===== src/rtl/demux5_reg.sv =====
// Five-way registered demultiplexer: each accepted word lands in a one-entry
// buffer per channel; illegal selects are swallowed, flagged and counted.
module demux5_reg #(
   parameter int WIDTH = 32
) (
   input  logic             clk,
   input  logic             reset,
   input  logic [2:0]       demuxFlag,
   input  logic [WIDTH-1:0] w_demuxIn,
   input  logic             in_valid,
   output logic             in_ready,
   output logic [WIDTH-1:0] w_demuxOut0,
   output logic [WIDTH-1:0] w_demuxOut1,
   output logic [WIDTH-1:0] w_demuxOut2,
   output logic [WIDTH-1:0] w_demuxOut3,
   output logic [WIDTH-1:0] w_demuxOut4,
   output logic [4:0]       out_valid,
   input  logic [4:0]       out_ack,
   output logic             sel_err,
   output logic [3:0]       err_count
);

   localparam int          NCH      = 5;
   localparam logic [0:0]  ST_EMPTY = 1'b0;
   localparam logic [0:0]  ST_FULL  = 1'b1;
   localparam logic [3:0]  ERR_MAX  = 4'hF;

   // Handshake: a word moves when in_valid and in_ready are both high at a
   // rising edge. in_ready never looks at in_valid; a channel's consumer takes
   // its word when out_valid[i] and out_ack[i] are both high at a rising edge.

   logic [NCH-1:0]   state_q;
   logic [WIDTH-1:0] data_q [NCH];
   logic             sel_err_q;
   logic [3:0]       err_count_q;

   logic             legal;
   logic [NCH-1:0]   sel_oh;
   logic [NCH-1:0]   slot_free;
   logic             accept;
   logic [NCH-1:0]   wr;
   logic [NCH-1:0]   ack_eff;
   logic             drop;

   always_comb begin
      legal     = (demuxFlag <= 3'd4);
      sel_oh    = '0;
      if (legal) begin
         sel_oh = 5'b00001 << demuxFlag;
      end
      // A full slot can still take a word when its consumer empties it this edge.
      slot_free = ~state_q | out_ack;
      in_ready  = legal ? |(sel_oh & slot_free) : 1'b1;
      accept    = in_valid & in_ready;
      wr        = accept ? sel_oh : '0;
      ack_eff   = out_ack & state_q;
      drop      = accept & ~legal;
   end

   always_ff @(posedge clk) begin
      if (reset) begin
         state_q <= '0;
         for (int i = 0; i < NCH; i++) begin
            data_q[i] <= '0;
         end
      end else begin
         for (int i = 0; i < NCH; i++) begin
            if (wr[i]) begin
               state_q[i] <= ST_FULL;
               data_q[i]  <= w_demuxIn;
            end else if (ack_eff[i]) begin
               state_q[i] <= ST_EMPTY;
            end
         end
      end
   end

   always_ff @(posedge clk) begin
      if (reset) begin
         sel_err_q   <= 1'b0;
         err_count_q <= '0;
      end else begin
         sel_err_q <= drop;
         if (drop && (err_count_q != ERR_MAX)) begin
            err_count_q <= err_count_q + 4'd1;
         end
      end
   end

   assign out_valid   = state_q;
   assign w_demuxOut0 = data_q[0];
   assign w_demuxOut1 = data_q[1];
   assign w_demuxOut2 = data_q[2];
   assign w_demuxOut3 = data_q[3];
   assign w_demuxOut4 = data_q[4];
   assign sel_err     = sel_err_q;
   assign err_count   = err_count_q;

endmodule


===== config.mk =====
export PLATFORM = sky130hd
export DESIGN_NAME = demux5_reg
export DESIGN_NICKNAME = d
export VERILOG_FILES = /design/src/rtl/demux5_reg.sv
export SDC_FILE = /design/constraint.sdc
export NUM_CORES = 1
export LEC_CHECK = 0
export ABC_CLOCK_PERIOD_IN_PS = 6100
export CORE_MARGIN = 3
export CORE_UTILIZATION = 44
export CTS_BUF_LIST = sky130_fd_sc_hd__clkbuf_8
export DETAILED_ROUTE_END_ITERATION = 10
export HOLD_SLACK_MARGIN = 0.08
export PLACE_DENSITY = 0.75
export SLEW_MARGIN = 15
export SYNTH_ARGS = -nofsm -noshare
export SYNTH_HDL_FRONTEND = slang
export SYNTH_SLANG_ARGS = --single-unit

===== constraint.sdc =====
create_clock -name clk -period 6.1 [get_ports clk]
set_clock_uncertainty 0.2 [all_clocks]
set_input_delay 1.83 -clock clk [delete_from_list [all_inputs] [get_ports clk]]
set_output_delay 1.83 -clock clk [all_outputs]
set_load 0.03 [all_outputs]

==> impl_metrics.csv, run 1 <==
group,metric,value,unit
worst_hold_path,holdCritStartpoint,"out_valid[1]",
logic_synthesis,synth.yosys.seq_area_share,0.807,
setup_path,ff2ff_setup_slack,3710,ps
clock_tree,cts_root_buffer,"clkbuf_8",
clock_tree,clock_latency_on_the_worst_skew_pair,450,ps
worst_hold_path,hp-class,"register to register",
timing,setup_tns,0,ps
run_status,run_status,"finished, final reports clean",
logic_synthesis,synth-seq-cells,170,
run,max_cap_viol_count,0,
grt,grtUsageMet1,0.229,
floorplanning,die_w,125,um
placed_design,place.detailed.hpwl,9.80,mm
timing,min_period_over_period,0.891,
power,cellPowerDensity,272,nW/um^2
clock_tree,clkSinkCount,170,
setup_path,crit_arrival,3400,ps
grt,grtUsageTotal,0.192,
logic_synthesis,yosysWarningCount,0,
grt,grt_pass1_vias,3954,
timing,max_clock_freq,184,MHz
setup_path,worstReg2RegEnd,"data_q[0][0]",
clock_tree,clk_pin_slew,90,ps
routing,drt.antenna.violating_nets,0,
power,share_comb_of_total_power,0.142,
cells_and_area,share_of_layout_cells_above_drive_strength_1,0.132,
power,sequentialPowerShare,0.562,
routing,first_iter_violations,246,
clock_tree,post-cts-setup-buffers,0,
grt,grt_pass1_wl,22.6,mm
grt,antenna_found_initial,1,
floorplanning,die_area,15600,um^2
setup_path,worstReg2RegStart,"out_valid[3]",
setup_path,critical_path.endpoint,"in_ready",
floorplanning,rows,42,
cells_and_area,insertedDiodeCount,0,
clock_tree,max-clock-path-buffers,2,
timing,final-setup-viol-count,0,
cells_and_area,final.fill_count,941,
floorplanning,floorplan.initialDensity,0.459,
logic_synthesis,yosys.area.top_type,"edfxtp_1",
power,clock_power_share,0.296,
setup_path,path_class,"input port to output pin",
power,p_leak,3.14,nW
floorplanning,floorplan.die.height,125,um
cells_and_area,layout.nets,631,
power,netSwitchingFraction,0.258,
grt,grtUsageMet3,0.0699,
floorplanning,ioPinCount,214,
clock_tree,cts.htree.levels,4,
logic_synthesis,syn_area_per_cell,16.8,um^2
setup_path,critical_path_required,4070,ps
clock_tree,numCtsBuffers,17,
power,internal-power,1.80,mW
timing,slew_headroom,0.391,
routing,drc_errors,0,
routing,postRouteWirelength,14.9,mm
routing,drt_first_pass_iters,4,
grt,gr-total-overflow,0,
grt,groute.layer.met2.usage,0.318,
timing,worst_pin_slew,913,ps
power,report.power.total,2.42,mW
placed_design,port-buffer-count,213,
clock_tree,tritoncts,"built",
logic_synthesis,synthesis.area,6200,um^2
routing,route.vias.total,3899,
timing,timing.final.max_slew_violations,0,
setup_path,critical_path.startpoint_type,"input port",
logic_synthesis,synth.top_cell.area_share,0.775,
setup_path,timing.critical_path.fanout_max,10,
power,ir_drop,186,uV
setup_path,timing.reg2reg.worst_path_depth,4,
routing,vias_per_cell,5.02,
setup_path,worst_setup_path_startpoint,"demuxFlag[0]",
logic_synthesis,synth_area_leaders,"edfxtp_1, o21ai_2, nor2b_1",
clock_tree,postCtsResizedCells,0,
floorplanning,core_region_area,13500,um^2
timing,report.final.hold_viol_count,0,
timing,setup_repair_after_global_routing_missed_its_margin,"no",
logic_synthesis,netlist-cell-type-count,30,
clock_tree,cts_hold_repair.buffers,0,
logic_synthesis,postSynthCellCount,369,
logic_synthesis,synth_fp_nets,413,
placed_design,routabilityCongestion,0.754,
grt,grt_busiest_layer,"met2",
grt,maximum_number_of_pins_on_one_net_before_global_route_repair,48,
timing,post-route-min-period,5430,ps
setup_path,worstSetupEndpointType,"output pin",
cells_and_area,area_delta_synth_final,43.5,%
power,switchingPower,0.625,mW
routing,avgRoutedWirePerCell,19.1,um
==> per-layer routing <==
metal / up-vias / wire length, um
li1: 1817 / -
met1: 1871 / 5800
met2: 190 / 7520
met3: 19 / 1340
met4: 2 / 184
met5: - / 13
==> worst min path at each step <==
stage	endpoint	slack (ps)	cells after the start
after floorplan	out_valid[0]	400	2
after global routing	out_valid[2]	340	2
after global placement	out_valid[2]	280	2
final	out_valid[1]	300	2
after detailed placement	out_valid[1]	280	2
after CTS	out_valid[1]	290	2
==> synth_stat cells (all sizes together) <==
cell    instances
o21ai          35
nand2b          4
o31ai           1
o211a           1
nor2b          37
a211oi          1
or3             1
o21bai          4
a41oi           1
a31oi           1
nor2            3
mux4            1
o211ai          1
dfxtp          10
nand3b          3
inv             1
nand2          34
edfxtp        160
clkbuf          9
a21oi           7
buf            13
and4bb          1
nor3            3
a21o            1
ha              1
nand3          34
and3            1
==> layout by cell type (no fill, tap or decap), types with 2 or more instances in the layout <==
| cell | synthesis | routed |
|---|---|---|
| a21oi_1 | 7 | 7 |
| buf_4 | 0 | 9 |
| clkbuf_8 | 0 | 17 |
| clkdlybuf4s50_1 | 0 | 211 |
| clkinv_2 | 0 | 2 |
| clkinvlp_4 | 0 | 6 |
| dfxtp_1 | 10 | 10 |
| edfxtp_1 | 160 | 160 |
| inv_1 | 1 | 3 |
| inv_6 | 0 | 4 |
| nand2_1 | 34 | 34 |
| nand2b_1 | 4 | 3 |
| nand3_1 | 34 | 34 |
| nand3b_1 | 3 | 3 |
| nor2_1 | 3 | 3 |
| nor2b_1 | 37 | 36 |
| nor3_1 | 3 | 3 |
| o21ai_0 | 5 | 5 |
| o21ai_2 | 30 | 30 |
| o21bai_4 | 0 | 4 |
==> power groups by stage <==
| stage | combinational (mW) | clock (mW) | sequential (mW) |
|---|---|---|---|
| after floorplan | 0.0618 | 0 | 1.50 |
| after detailed placement | 0.348 | 0 | 1.39 |
| final | 0.345 | 0.717 | 1.36 |
| after CTS | 0.349 | 0.741 | 1.36 |
| after global placement | 0.344 | 0 | 1.39 |
| after global routing | 0.361 | 0.779 | 1.37 |
==> cell type report <==
cell class | instances | area, um^2 | area share
inverters | 1 | 3.75 | 0.000422
flip-flops and latches | 170 | 5000 | 0.562
clock inverters | 15 | 128 | 0.0143
well taps | 176 | 220 | 0.0247
clock buffers | 17 | 234 | 0.0263
repair buffers | 221 | 2180 | 0.245
multi-input cells | 176 | 1130 | 0.127
==> critical path: stages <==
cell	delay (ps)
clkdlybuf4s50_1	670
mux4_2	590
o21ai_2	140
buf_4	180
==> cells by family after synthesis <==
family | count (synthesis) | synth area share
AO/OA/AOI/OAI | 53 | 0.0658
multiplexers | 1 | 0.00363
adder cells (fa/ha/maj) | 1 | 0.00202
AND/OR/NAND/NOR | 121 | 0.101
buffers and inverters | 23 | 0.0204
flip-flops | 170 | 0.807
==> flip-flops by register name, summed over array words and instances (netlist names) <==
register / cells
out_valid: 5
sel_err: 1
data_q: 160
err_count: 4
==> through the flow <==
| step | instances | setup WS, ps | utilization | instance area, um^2 | hold slack, ps |
|---|---|---|---|---|---|
| final | 776 | 667 | 0.659 | 8900 | 298 |
| after floorplan | 369 | 1090 | - | 6200 | 400 |
| after global placement | 744 | 724 | 0.632 | 8540 | 282 |
| after global routing | 776 | 627 | 0.659 | 8900 | 335 |
| after CTS | 776 | 675 | 0.659 | 8900 | 295 |
| after detailed placement | 744 | 673 | 0.632 | 8540 | 278 |
Power figures use the tool's default switching activity.
==> inputs of run 2 (changes only) <==
--- a/constraint.sdc
+++ b/constraint.sdc
@@ -4,2 +4,2 @@
 set_output_delay 1.83 -clock clk [all_outputs]
-set_load 0.03 [all_outputs]
+set_load 0.01 [all_outputs]
==> run 2 against run 1 <==
Compared with the run above:
- power shrank 0.47%
- setup slack lost 190 ps
- clock power grew 10%
- sequential power about the same
- sequential share of layout area fell by 0.28 points
- flip-flop and latch count unchanged
- worst hold slack got worse by 5.0 ps
- wire length increased by 1.8%
- fmax is 3.3% lower
- register-to-register slack better by 50 ps
- core utilization up 0.32 points
- critical path type unchanged
==> impl_metrics.csv, run 2 (synthesis gave the netlist of run 1 again) <==
group,metric,value,unit
power,netSwitchingFraction,0.217,
setup_path,worstSetupEndpointType,"output pin",
grt,grtUsageTotal,0.198,
power,share_comb_of_total_power,0.108,
cells_and_area,area_delta_synth_final,44.2,%
setup_path,critical_path_required,4070,ps
cells_and_area,most_common_cell_after_layout_fill_and_taps_aside,"clkdlybuf4s50_1",
run,max_cap_viol_count,0,
setup_path,worstReg2RegStart,"out_valid[3]",
setup_path,path_class,"input port to output pin",
clock_tree,clk_pin_slew,80,ps
power,internal-power,1.89,mW
power,clock_power_share,0.328,
timing,timing.final.max_slew_violations,0,
grt,grt_pass1_wl,23.3,mm
setup_path,timing.critical_path.slowest_stage_cell,"clkdlybuf4s50_1",
clock_tree,clkSinkCount,170,
timing,min_period_over_period,0.921,
setup_path,critical_path.endpoint,"in_ready",
clock_tree,post-cts-setup-buffers,0,
floorplanning,rows,42,
power,switchingPower,0.523,mW
routing,drt.antenna.violating_nets,0,
floorplanning,die_area,15600,um^2
power,cellPowerDensity,269,nW/um^2
timing,setup_repair_after_global_routing_missed_its_margin,"no",
cells_and_area,layout_common_cells,"clkdlybuf4s50_1, edfxtp_1, nor2b_1",
grt,maximum_number_of_pins_on_one_net_before_global_route_repair,48,
floorplanning,floorplan.initialDensity,0.459,
grt,grtUsageMet1,0.234,
routing,route.vias.total,3875,
cells_and_area,share_of_layout_cells_above_drive_strength_1,0.128,
setup_path,worst_path_most_repeated_cell,"clkdlybuf4s50_1",
worst_hold_path,hold_depth,2,
grt,grt_pass1_vias,3981,
power,report.power.total,2.41,mW
setup_path,critical_path.top_delay_family,"buffers and inverters",
clock_tree,tritoncts,"built",
timing,slew_headroom,0.221,
placed_design,port-buffer-count,213,
clock_tree,clock_latency_on_the_worst_skew_pair,440,ps
routing,vias_per_cell,4.99,
grt,antenna_found_initial,1,
setup_path,path_depth,5,
clock_tree,numCtsBuffers,17,
routing,drc_errors,0,
timing,max_clock_freq,178,MHz
grt,grt_busiest_layer,"met2",
setup_path,crit_path_max_incr_delay,550,ps
clock_tree,max-clock-path-buffers,2,
worst_hold_path,hp-class,"register to register",
setup_path,critical_path.startpoint_type,"input port",
setup_path,worstReg2RegEnd,"data_q[0][0]",
cells_and_area,insertedDiodeCount,0,
timing,report.final.hold_viol_count,0,
setup_path,timing.reg2reg.worst_path_depth,4,
timing,post-route-min-period,5620,ps
timing,setup_tns,0,ps
clock_tree,cts_hold_repair.buffers,0,
floorplanning,floorplan.die.height,125,um
placed_design,routabilityCongestion,0.772,
setup_path,ff2ff_setup_slack,3760,ps
grt,gr-total-overflow,0,
routing,first_iter_violations,210,
grt,groute.layer.met2.usage,0.336,
placed_design,place.detailed.hpwl,10.0,mm
cells_and_area,largest_register_ff_count,160,
setup_path,crit_arrival,3590,ps
setup_path,worst_setup_path_startpoint,"out_ack[3]",
timing,final-setup-viol-count,0,
routing,drt_first_pass_iters,5,
power,sequentialPowerShare,0.564,
power,ir_drop,169,uV
clock_tree,cts.htree.levels,4,
floorplanning,core_region_area,13500,um^2
floorplanning,ioPinCount,214,
cells_and_area,layout.nets,631,
run_status,run_status,"finished, final reports clean",
grt,grtUsageMet3,0.0652,
setup_path,timing.critical_path.fanout_max,3,
routing,postRouteWirelength,15.1,mm
cells_and_area,largest-register,"data_q",
clock_tree,cts_root_buffer,"clkbuf_8",
setup_path,crit_path_cell_trace,"clkdlybuf4s50_1, nor2b_1, mux4_2, o21ai_2, clkdlybuf4s50_1",
power,p_leak,3.19,nW
setup_path,critical_path_buf_inv_count,2,
routing,avgRoutedWirePerCell,19.5,um
timing,worst_pin_slew,1170,ps
clock_tree,postCtsResizedCells,0,
floorplanning,die_w,125,um
-- run 2: cell count changes in the layout (fill, tap and decap cells not counted), moves of 2 or more --
cell and change:
bufinv_16 +2, clkinv_4 +2, clkinvlp_4 -6, inv_4 +2, inv_6 -3
-- run 2: per-layer routing --
| metal | part of all wire | vias up |
|---|---|---|
| li1 | - | 1824 |
| met1 | 0.39 | 1848 |
| met2 | 0.52 | 176 |
| met3 | 0.077 | 25 |
| met4 | 0.018 | 2 |
| met5 | 0.00086 | - |
-- run 2: how the worst min path moves through the flow --
stage                      start            to  slack (ps)
CTS                 out_valid[2]  out_valid[2]         290
finish              out_valid[2]  out_valid[2]         290
floorplan           out_valid[0]  out_valid[0]         300
global route        out_valid[2]  out_valid[2]         300
detailed placement  out_valid[2]  out_valid[2]         280
global placement    out_valid[0]  out_valid[0]         290
-- run 2: worst min-delay path, cell delays in order, from the launching register on --
cell      delay [ps]
dfxtp_1          330
nand2b_1          70
a21oi_1           50
-- run 2: final cells by class --
| type | count | area (um^2) |
|---|---|---|
| Clock buffer | 18 | 248 |
| Clock inverter | 14 | 155 |
| Fill cell | 934 | 4560 |
| Inverter | 1 | 3.75 |
| Multi-Input combinational cell | 176 | 1130 |
| Sequential cell | 170 | 5000 |
| Tap cell | 176 | 220 |
| Timing Repair Buffer | 221 | 2190 |
-- run 2: power by group through the flow --
stage	combinational [mW]	sequential, mW	clock (mW)
after CTS	0.263	1.36	0.811
after global placement	0.259	1.39	0
final	0.259	1.36	0.791
after global routing	0.276	1.37	0.850
after floorplan	0.0612	1.42	0
after detailed placement	0.262	1.39	0
-- run 2: metrics by stage --
step | worst slack (ps) | utilization | instance area [um^2] | std cells | hold slack, ps
2_1_floorplan | 1240 | - | 6200 | 369 | 297
3_3_place_gp | 514 | 0.633 | 8540 | 744 | 291
3_5_place_dp | 504 | 0.633 | 8540 | 744 | 275
4_1_cts | 491 | 0.662 | 8950 | 776 | 291
5_1_grt | 413 | 0.662 | 8950 | 776 | 303
6_report | 479 | 0.662 | 8950 | 776 | 293
==> inputs of run 3 (changes only) <==
Settings changed: CORE_UTILIZATION 44 to 45, PLACE_DENSITY 0.75 to 0.77.
==> run 3 against run 2 <==
Compared with the run above:
- sequential share of layout area decreased by 0.30 points
- fmax about the same
- register-to-register slack lost 60 ps
- die area down 2.1%
- critical endpoint unchanged
- global-route usage fell by 0.66 points
- clock power down 3.4%
- first-iteration DRC count increased by 51%
- clock-buffer cell count is 1 lower
- worst hold slack about the same
- critical path type unchanged
- power is 0.97% lower
- highest routed layer is now met4
- design area up 0.53%
==> impl_metrics.csv, run 3 (synthesis gave the netlist of run 1 again) <==
group,metric,value,unit
cells_and_area,final_design_area_no_fill,8990,um^2
setup_path,crit_arrival,3600,ps
cells_and_area,final.fill_count,918,
cells_and_area,layout_common_cells,"clkdlybuf4s50_1, edfxtp_1, nor2b_1",
grt,maximum_number_of_pins_on_one_net_before_global_route_repair,48,
setup_path,worstSetupEndpointType,"output pin",
clock_tree,numCtsBuffers,17,
routing,avgRoutedWirePerCell,18.4,um
floorplanning,floorplan.die.height,123,um
timing,setup_tns,0,ps
clock_tree,post-cts-setup-buffers,0,
cells_and_area,layout.nets,632,
clock_tree,clk_pin_slew,80,ps
grt,gr-total-overflow,0,
grt,antenna_found_initial,0,
clock_tree,postCtsResizedCells,0,
cells_and_area,insertedDiodeCount,0,
power,p_leak,3.21,nW
placed_design,place.detailed.hpwl,9.40,mm
clock_tree,cts.htree.levels,4,
cells_and_area,most_common_cell_after_layout_fill_and_taps_aside,"clkdlybuf4s50_1",
timing,final_critical_path_setup_slack,475,ps
cells_and_area,seqCellArea,5000,um^2
timing,timing.final.max_slew_violations,0,
cells_and_area,post-route-util,0.674,
placed_design,port-buffer-count,213,
power,sequentialPowerShare,0.569,
timing,final-setup-viol-count,0,
cells_and_area,largest_register_ff_count,160,
floorplanning,die_w,123,um
timing,fin_worst_hold_slack,293,ps
setup_path,worstReg2RegStart,"out_valid[1]",
timing,report.final.hold_viol_count,0,
run,max_cap_viol_count,0,
floorplanning,floorplan.initialDensity,0.465,
setup_path,critical_path_required,4070,ps
setup_path,timing.critical_path.fanout_max,2,
clock_tree,max-clock-path-buffers,2,
timing,max_clock_freq,178,MHz
routing,drt_first_pass_iters,5,
power,ir_drop,153,uV
placed_design,post_dp_cell_area,8520,um^2
power,netSwitchingFraction,0.215,
worst_hold_path,holdCritStartpoint,"out_valid[0]",
clock_tree,clkSinkCount,170,
cells_and_area,largest-register,"data_q",
routing,vias_per_cell,5.05,
power,report.power.total,2.39,mW
setup_path,timing.critical_path.slowest_stage_cell,"clkdlybuf4s50_1",
setup_path,crit_path_cell_trace,"clkdlybuf4s50_1, nor2b_1, mux4_2, o21ai_2, clkdlybuf4s50_1",
worst_hold_path,hp-class,"register to register",
power,cellPowerDensity,265,nW/um^2
floorplanning,die_area,15200,um^2
cells_and_area,area_delta_synth_final,45.0,%
cells_and_area,multi_input_area,1130,um^2
setup_path,timing.reg2reg.worst_path_depth,4,
timing,post-route-min-period,5630,ps
routing,route.vias.total,3923,
timing,setup_repair_after_global_routing_missed_its_margin,"no",
clock_tree,clock_latency_on_the_worst_skew_pair,440,ps
clock_tree,cts_root_buffer,"clkbuf_8",
floorplanning,rows,42,
setup_path,critical_path.endpoint,"in_ready",
placed_design,cell_count_after_placement,741,
placed_design,dpl_worst_slack,487,ps
grt,grtUsageTotal,0.191,
routing,postRouteWirelength,14.3,mm
timing,min_period_over_period,0.922,
setup_path,critical_path.startpoint_type,"input port",
clock_tree,tritoncts,"built",
setup_path,worst_path_most_repeated_cell,"clkdlybuf4s50_1",
power,internal-power,1.87,mW
power,share_comb_of_total_power,0.111,
timing,slew_headroom,0.387,
run_status,run_status,"finished, final reports clean",
clock_tree,cts_hold_repair.buffers,0,
setup_path,worst_setup_path_startpoint,"out_ack[1]",
setup_path,crit_path_max_incr_delay,560,ps
cells_and_area,instances_no_fill,777,
routing,drc_errors,0,
setup_path,ff2ff_setup_slack,3700,ps
power,switchingPower,0.513,mW
cells_and_area,share_of_layout_cells_above_drive_strength_1,0.125,
power,clock_power_share,0.320,
setup_path,path_class,"input port to output pin",
timing,worst_pin_slew,919,ps
floorplanning,ioPinCount,214,
routing,first_iter_violations,318,
setup_path,worstReg2RegEnd,"data_q[0][65]",
grt,grt_pass1_wl,21.2,mm
placed_design,routabilityCongestion,0.764,
floorplanning,core_region_area,13300,um^2
routing,drt.antenna.violating_nets,0,
grt,grt_pass1_vias,3721,
-- run 3: cell count changes in the layout (fill, tap and decap cells not counted), sizes merged --
| cell | previous run | this run |
|---|---|---|
| clkinvlp | 0 | 1 |
| buf | 9 | 10 |
| inv | 7 | 8 |
| clkbuf | 18 | 17 |
| clkinv | 5 | 4 |
-- run 3: worst max-delay path: cells and delay by family --
family | cells | cell delay, ps
AO/OA/AOI/OAI | 1 | 120
AND/OR/NAND/NOR | 1 | 100
buffers and inverters | 2 | 1050
multiplexers | 1 | 490
-- run 3: area by class of cell --
type                       count  area share
clock inverter                15      0.0166
timing repair buffer         222       0.251
inverter                       1    0.000417
multi-input combinational    176       0.125
tap                          176      0.0245
clock buffer                  17      0.0260
sequential                   170       0.556
-- run 3: metal layers --
layer	track usage	wire, um	vias up
li1	-	-	1822
met1	0.240	5540	1888
met2	0.302	7120	191
met3	0.0700	1400	22
met4	0.0761	252	0
met5	0	0	-
-- run 3: power by group through the flow --
stage	combinational (mW)	clock, mW	sequential (mW)
2_1_floorplan	0.0612	0	1.42
3_3_place_gp	0.255	0	1.39
3_5_place_dp	0.259	0	1.39
4_1_cts	0.260	0.774	1.36
5_1_grt	0.284	0.817	1.36
6_report	0.265	0.764	1.36
-- run 3: how the worst min path moves through the flow --
stage / endpoint / slack (ps) / cells after the start
after CTS: out_valid[0] / 290 / 2
after floorplan: out_valid[0] / 300 / 2
after detailed placement: out_valid[0] / 280 / 2
final: out_valid[0] / 290 / 2
after global placement: out_valid[0] / 280 / 2
after global routing: out_valid[2] / 340 / 2
